### config.mk
export PLATFORM = sky130hd
export DESIGN_NAME = wide_add_seq_flat
export DESIGN_NICKNAME = d
export VERILOG_FILES = /design/src/rtl/wide_add_seq_if.sv /design/src/rtl/wide_add_seq.sv /design/src/flat_wrapper.sv
export SDC_FILE = /design/constraint.sdc
export NUM_CORES = 2
export LEC_CHECK = 0
export ABC_AREA = 1
export BUFFER_PORTS_ARGS = -buffer_cell sky130_fd_sc_hd__buf_2
export CORE_AREA = 4 4 297 299
export DETAILED_ROUTE_END_ITERATION = 6
export DIE_AREA = 0 0 301 303
export HOLD_SLACK_MARGIN = 0.08
export PLACE_DENSITY = 0.78
export SLEW_MARGIN = 20
export SYNTH_ARGS = -nofsm -noshare
export SYNTH_HDL_FRONTEND = slang
export SYNTH_SLANG_ARGS = --single-unit
export TNS_END_PERCENT = 5
### constraint.sdc
create_clock -name clk -period 3.66 [get_ports clk]
set_input_delay 0.366 -clock clk [delete_from_list [all_inputs] [get_ports clk]]
set_output_delay 0.366 -clock clk [all_outputs]
set_load 0.1 [all_outputs]
### src/rtl/wide_add_seq_if.sv
// Request/response bundle for the wide add/sub sequencer.
//  master: issue side (drives operands and out_ready, observes result)
//  slave : sequencer side
//  in_valid/in_ready/op_sub/cin/a/b    : operand request handshake
//  out_valid/out_ready/sum/cout/ovf    : result handshake
interface wide_add_seq_if #(
    parameter int unsigned NWORDS = 4
);
    localparam int unsigned WORD_W = 64;
    localparam int unsigned DATA_W = NWORDS * WORD_W;

    logic              in_valid;
    logic              in_ready;
    logic              op_sub;
    logic              cin;
    logic [DATA_W-1:0] a;
    logic [DATA_W-1:0] b;
    logic              out_valid;
    logic              out_ready;
    logic [DATA_W-1:0] sum;
    logic              cout;
    logic              ovf;

    modport master (
        output in_valid, op_sub, cin, a, b, out_ready,
        input  in_ready, out_valid, sum, cout, ovf
    );

    modport slave (
        input  in_valid, op_sub, cin, a, b, out_ready,
        output in_ready, out_valid, sum, cout, ovf
    );
endinterface

### src/rtl/wide_add_seq.sv
// Multi-cycle wide add/sub sequencer. Walks NWORDS 64-bit slices through a
// single adder64, LSW first, carrying between slices in a register.
//  clk   : rising-edge clock
//  rst_n : asynchronous active-low reset
//  bus   : wide_add_seq_if.slave (operand request + result handshakes)
//  busy  : high while an operation is in RUN or DONE

// 64-bit adder slice with carry in/out.
module adder64 (
    input  logic [63:0] a,
    input  logic [63:0] b,
    input  logic        cin,
    output logic [63:0] s,
    output logic        cout
);
    assign {cout, s} = 65'(a) + 65'(b) + 65'(cin);
endmodule

module wide_add_seq #(
    parameter int unsigned NWORDS = 4
) (
    input  logic              clk,
    input  logic              rst_n,
    wide_add_seq_if.slave     bus,
    output logic              busy
);
    localparam int unsigned WORD_W = 64;
    localparam int unsigned IDX_W  = (NWORDS > 1) ? $clog2(NWORDS) : 1;
    localparam logic [IDX_W-1:0] LAST_IDX = IDX_W'(NWORDS - 1);

    typedef enum logic [1:0] {
        S_IDLE = 2'd0,
        S_RUN  = 2'd1,
        S_DONE = 2'd2
    } state_t;

    state_t state_q;
    state_t state_d;

    logic in_ready_q;
    logic out_valid_q;
    logic in_ready_d;
    logic out_valid_d;
    logic busy_d;

    // b_q holds the already-inverted operand for subtraction
    logic [NWORDS-1:0][WORD_W-1:0] a_q;
    logic [NWORDS-1:0][WORD_W-1:0] b_q;
    logic [NWORDS-1:0][WORD_W-1:0] sum_q;
    logic                          carry_q;
    logic [IDX_W-1:0]              idx_q;
    logic                          cout_q;
    logic                          ovf_q;

    logic              accept_c;
    logic              complete_c;
    logic              last_c;
    logic [WORD_W-1:0] slice_s;
    logic              slice_co;

    assign accept_c   = bus.in_valid & in_ready_q;
    assign complete_c = out_valid_q & bus.out_ready;
    assign last_c     = (idx_q == LAST_IDX);

    // Shared slice adder
    adder64 u_adder (
        .a    (a_q[idx_q]),
        .b    (b_q[idx_q]),
        .cin  (carry_q),
        .s    (slice_s),
        .cout (slice_co)
    );

    // State register
    always_ff @(posedge clk or negedge rst_n) begin
        if (!rst_n) begin
            state_q <= S_IDLE;
        end else begin
            state_q <= state_d;
        end
    end

    // Next-state logic
    always_comb begin
        state_d = state_q;
        case (state_q)
            S_IDLE: if (accept_c)   state_d = S_RUN;
            S_RUN:  if (last_c)     state_d = S_DONE;
            S_DONE: if (complete_c) state_d = S_IDLE;
            default:                state_d = S_IDLE;
        endcase
    end

    // Handshake/status outputs, decoded from the upcoming state so the
    // registered copies line up with the state register
    always_comb begin
        in_ready_d  = 1'b0;
        out_valid_d = 1'b0;
        busy_d      = 1'b0;
        case (state_d)
            S_IDLE:  in_ready_d = 1'b1;
            S_RUN:   busy_d     = 1'b1;
            S_DONE: begin
                out_valid_d = 1'b1;
                busy_d      = 1'b1;
            end
            default: in_ready_d = 1'b1;
        endcase
    end

    // Registered handshake/status outputs
    always_ff @(posedge clk or negedge rst_n) begin
        if (!rst_n) begin
            in_ready_q  <= 1'b1;
            out_valid_q <= 1'b0;
            busy        <= 1'b0;
        end else begin
            in_ready_q  <= in_ready_d;
            out_valid_q <= out_valid_d;
            busy        <= busy_d;
        end
    end

    // Operand capture and slice-by-slice accumulation
    always_ff @(posedge clk or negedge rst_n) begin
        if (!rst_n) begin
            a_q     <= '0;
            b_q     <= '0;
            sum_q   <= '0;
            carry_q <= 1'b0;
            idx_q   <= '0;
            cout_q  <= 1'b0;
            ovf_q   <= 1'b0;
        end else if (accept_c) begin
            a_q     <= bus.a;
            b_q     <= bus.op_sub ? ~bus.b : bus.b;
            carry_q <= bus.op_sub ? 1'b1 : bus.cin;
            idx_q   <= '0;
        end else if (state_q == S_RUN) begin
            sum_q[idx_q] <= slice_s;
            carry_q      <= slice_co;
            if (last_c) begin
                // Final slice: result flags frozen here until the next accept
                idx_q  <= '0;
                cout_q <= slice_co;
                ovf_q  <= (a_q[NWORDS-1][WORD_W-1] == b_q[NWORDS-1][WORD_W-1]) &&
                          (slice_s[WORD_W-1] != a_q[NWORDS-1][WORD_W-1]);
            end else begin
                idx_q <= idx_q + IDX_W'(1);
            end
        end
    end

    assign bus.in_ready  = in_ready_q;
    assign bus.out_valid = out_valid_q;
    assign bus.sum       = sum_q;
    assign bus.cout      = cout_q;
    assign bus.ovf       = ovf_q;
endmodule

### src/flat_wrapper.sv
// flat-port wrapper written by rule: the top's interface ports become plain ports
module wide_add_seq_flat 
#(
    parameter int unsigned NWORDS = 4
)
  (clk, rst_n, busy, bus_in_valid, bus_op_sub, bus_cin, bus_a, bus_b, bus_out_ready, bus_in_ready, bus_out_valid, bus_sum, bus_cout, bus_ovf);
  wide_add_seq_if #(.NWORDS(NWORDS)) bus_i ();
  input  logic clk;
  input  logic rst_n;
  output logic busy;
  input wire logic [$bits(bus_i.in_valid)-1:0] bus_in_valid;
  input wire logic [$bits(bus_i.op_sub)-1:0] bus_op_sub;
  input wire logic [$bits(bus_i.cin)-1:0] bus_cin;
  input wire logic [$bits(bus_i.a)-1:0] bus_a;
  input wire logic [$bits(bus_i.b)-1:0] bus_b;
  input wire logic [$bits(bus_i.out_ready)-1:0] bus_out_ready;
  output wire logic [$bits(bus_i.in_ready)-1:0] bus_in_ready;
  output wire logic [$bits(bus_i.out_valid)-1:0] bus_out_valid;
  output wire logic [$bits(bus_i.sum)-1:0] bus_sum;
  output wire logic [$bits(bus_i.cout)-1:0] bus_cout;
  output wire logic [$bits(bus_i.ovf)-1:0] bus_ovf;
  assign bus_i.in_valid = bus_in_valid;
  assign bus_i.op_sub = bus_op_sub;
  assign bus_i.cin = bus_cin;
  assign bus_i.a = bus_a;
  assign bus_i.b = bus_b;
  assign bus_i.out_ready = bus_out_ready;
  assign bus_in_ready = bus_i.in_ready;
  assign bus_out_valid = bus_i.out_valid;
  assign bus_sum = bus_i.sum;
  assign bus_cout = bus_i.cout;
  assign bus_ovf = bus_i.ovf;
  wide_add_seq #(.NWORDS(NWORDS)) u_core (.clk(clk), .rst_n(rst_n), .bus(bus_i), .busy(busy));
endmodule
==> results.py <==
metrics = {
    "run_status": {
        "status": "finished with violations",
        "failed_checks": "design-rule violations",
    },
    "sta": {
        "timing.fmax_ghz": 0.276,
        "setup_viol": 0,
        "worstMarginPinSlew_ns": 1.17,
        "maxSlewViolCount": 0,
        "slew_headroom_pct": 21.1,
        "rsz0062_at_grt": "yes",
        "finClkSkew_ns": 0.0369,
        "fin_setup_tns_ns": 0,
        "fin_crit_ns": 3.62,
        "hold_viol": 0,
        "min_period_over_period_pct": 98.8,
    },
    "cts": {
        "clk_pin_slew_ns": 0.06,
        "cts.htree.levels": 3,
        "postCtsSetupBuffers": 0,
        "clk_latency_ns": 0.65,
        "cts_tree": "yes",
        "clockBufferDepth": 3,
        "clockRootBuffer": "clkbuf_16",
        "numCtsBuffers": 84,
        "clock_sinks": 778,
    },
    "floorplanning": {
        "dieArea_mm2": 0.0912,
        "coreArea_mm2": 0.0851,
        "rows": 107,
        "die-width_um": 301,
        "ioPinCount": 779,
        "die_y_um": 303,
        "start_util_pct": 46.0,
    },
    "grt": {
        "grt_pass1_wl_mm": 263,
        "grt_pass1_vias": 42500,
        "grt_overflow": 0,
        "grt_max_degree": 243,
        "grt.total_usage_pct": 38.3,
        "antenna_found_initial": 30,
    },
    "synth": {
        "synth_area_leaders": "dfrtp_1 (50%), nand2_1 (17%), o21ai_0 (8.2%), xnor2_1 (6.1%), nor2_1 (3.7%)",
        "ys_seq_area_share_pct": 49.7,
        "synth-edff-count": 0,
        "yosysTopAreaCell": "dfrtp_1",
        "dominantRegCellSynth": "dfrtp_1",
        "syn-mean-instance-area_um2": 7.95,
        "synth_fp_nets": 5517,
        "synth.distinct_cells": 45,
        "synth_seq_cells": 778,
        "syn-cell-area_mm2": 0.0392,
        "yosysMostFrequentCell": "nand2_1",
        "synthCells": 4929,
        "synthTopCellsByCount": "nand2_1 (1754), dfrtp_1 (777), o21ai_0 (638)",
        "async_reset_ff_share_pct": 100,
        "synth_top_area_share_pct": 49.6,
        "yosys_warnings": 0,
    },
    "routing": {
        "drtIter0Drc": 5359,
        "ant_nets": 0,
        "vias": 42900,
        "drc_errors": 20,
        "drt-pass1-iter-count": 7,
        "wire_per_inst_um": 23.9,
        "viasPerCell": 5.74,
        "drt-total-wl_mm": 179,
    },
    "critical_path": {
        "start_kind": "flip-flop",
        "critical_path.max_fanout": 19,
        "cp.required_ns": 4.18,
        "end_kind": "flip-flop",
        "worstPathArrival_ns": 4.14,
        "critical_path_class": "reg -> reg",
    },
    "layout": {
        "drive_gt1_share_pct": 21.1,
        "post-route-cell-area_mm2": 0.0541,
        "fill_cells": 6671,
        "syn_to_final_growth_pct": 38.1,
        "layout.nets": 6839,
        "final_util_pct": 63.5,
    },
    "flow_run": {
        "drv_cap": 0,
    },
    "place": {
        "dpl.hpwl_mm": 114,
        "placed_area_mm2": 0.0458,
        "port_buffers": 778,
        "gp_congestion": 0.986,
    },
    "hold_path": {
        "hold_class": "in -> reg",
    },
}
[worst max-delay path, cell delays in order (launching register included)]
cell,delay (ns)
dfrtp_4,0.53
inv_8,0.13
buf_12,0.22
buf_12,0.19
o21ai_0,0.11
o22ai_1,0.26
buf_4,0.18
ha_1,0.26
a21oi_2,0.21
nor2_1,0.06
nor2_1,0.11
inv_1,0.07
a21oi_1,0.22
o21ai_0,0.14
a21oi_2,0.16
buf_4,0.15
nand3b_1,0.25
nand3_1,0.18
nand2_1,0.07
[worst paths after layout]
check	cells past startpoint	slack (ns)	start	endpoint
min in group asynchronous	2	0.31	rst_n	u_core.bus.sum[10]$_DFFE_PN0P_
hold reg to reg	2	0.47	u_core.bus.sum[194]$_DFFE_PN0P_	u_core.bus.sum[194]$_DFFE_PN0P_
setup reg to reg	18	0.04	u_core.idx_q[0]$_DFFE_PN0P_	u_core.bus.sum[57]$_DFFE_PN0P_
max in group asynchronous	4	2.10	rst_n	u_core.b_q[40]$_DFFE_PN0P_
setup / recovery	18	0.04	u_core.idx_q[0]$_DFFE_PN0P_	u_core.bus.sum[57]$_DFFE_PN0P_
hold / removal	3	0.11	bus_b[15]	u_core.b_q[15]$_DFFE_PN0P_
[cell type report]
| cell class | instances | area [µm²] | area share, % |
|---|---|---|---|
| Antenna cell | 22 | 55.1 | 0.102 |
| Sequential cell | 778 | 19500 | 36.0 |
| Clock inverter | 40 | 714 | 1.32 |
| Clock buffer | 113 | 2350 | 4.35 |
| Multi-Input combinational cell | 3698 | 18200 | 33.7 |
| Timing Repair Buffer | 1514 | 11200 | 20.6 |
| Tap cell | 1144 | 1430 | 2.65 |
| Inverter | 175 | 677 | 1.25 |
[per-stage QoR]
stage	setup WS [ns]	hold slack, ns	instances
after floorplan	0.462	0.0704	4929
after global placement	-0.162	0.418	6823
after detailed placement	-0.126	0.419	6823
after CTS	0.0329	0.0811	7461
after global routing	-0.117	0.0878	7470
final	0.0427	0.105	7484
[logic make-up after synthesis]
logic type,Yosys count,synth area share [%]
adder cells (fa/ha/maj),70,2.27
AND/OR/NAND/NOR,2439,24.9
XOR/XNOR,281,6.32
AO/OA/AOI/OAI,908,12.2
buffers and inverters,453,4.60
flip-flops,778,49.7
[flip-flops by register name, indices dropped and copies added, names as in the netlist]
signal,count
u_core.a_q,256
u_core.b_q,256
u_core.bus.sum,256
u_core.idx_q,2
u_core.state_q,2
u_core.bus.cout,1
u_core.bus.in_ready,1
u_core.bus.out_valid,1
u_core.bus.ovf,1
u_core.busy,1
u_core.carry_q,1
[routing by layer]
layer | part of all wire [%] | GRT usage, % | wire [µm] | up-vias
met2 | 44 | 58.6 | 78600 | 3168
met5 | 0.11 | 0.952 | 193 | -
li1 | - | - | - | 18600
met1 | 39 | 49.6 | 69000 | 20300
met3 | 10 | 9.45 | 18700 | 868
met4 | 7.0 | 22.1 | 12600 | 30
[cells in the final DEF (no fill, tap or decap), drive strengths merged, types with 5 or more instances in the layout]
cell / n
xor2: 9
nand2: 1778
dfrtp: 777
dlygate4sd3: 485
o22ai: 128
o21ai: 660
nor2: 412
a21oi: 98
xnor2: 272
nand4: 8
ha: 68
clkinv: 18
inv: 176
bufinv: 16
nand3b: 14
diode: 22
buf: 1029
nor3: 15
or2: 11
nand3: 194
clkbuf: 113
o21bai: 17
clkinvlp: 5
[repair_timing]
action	CTS	global route
hold endpoints to repair	544	0
pin swaps	0	7
cloned	0	0
setup endpoints to repair	56	163
hold buffers	485	0
gates resized for setup	5	75
Power is left out: the tool's default activity adds up to more than one toggle a clock period on the data nets, which glitch-free logic cannot reach.
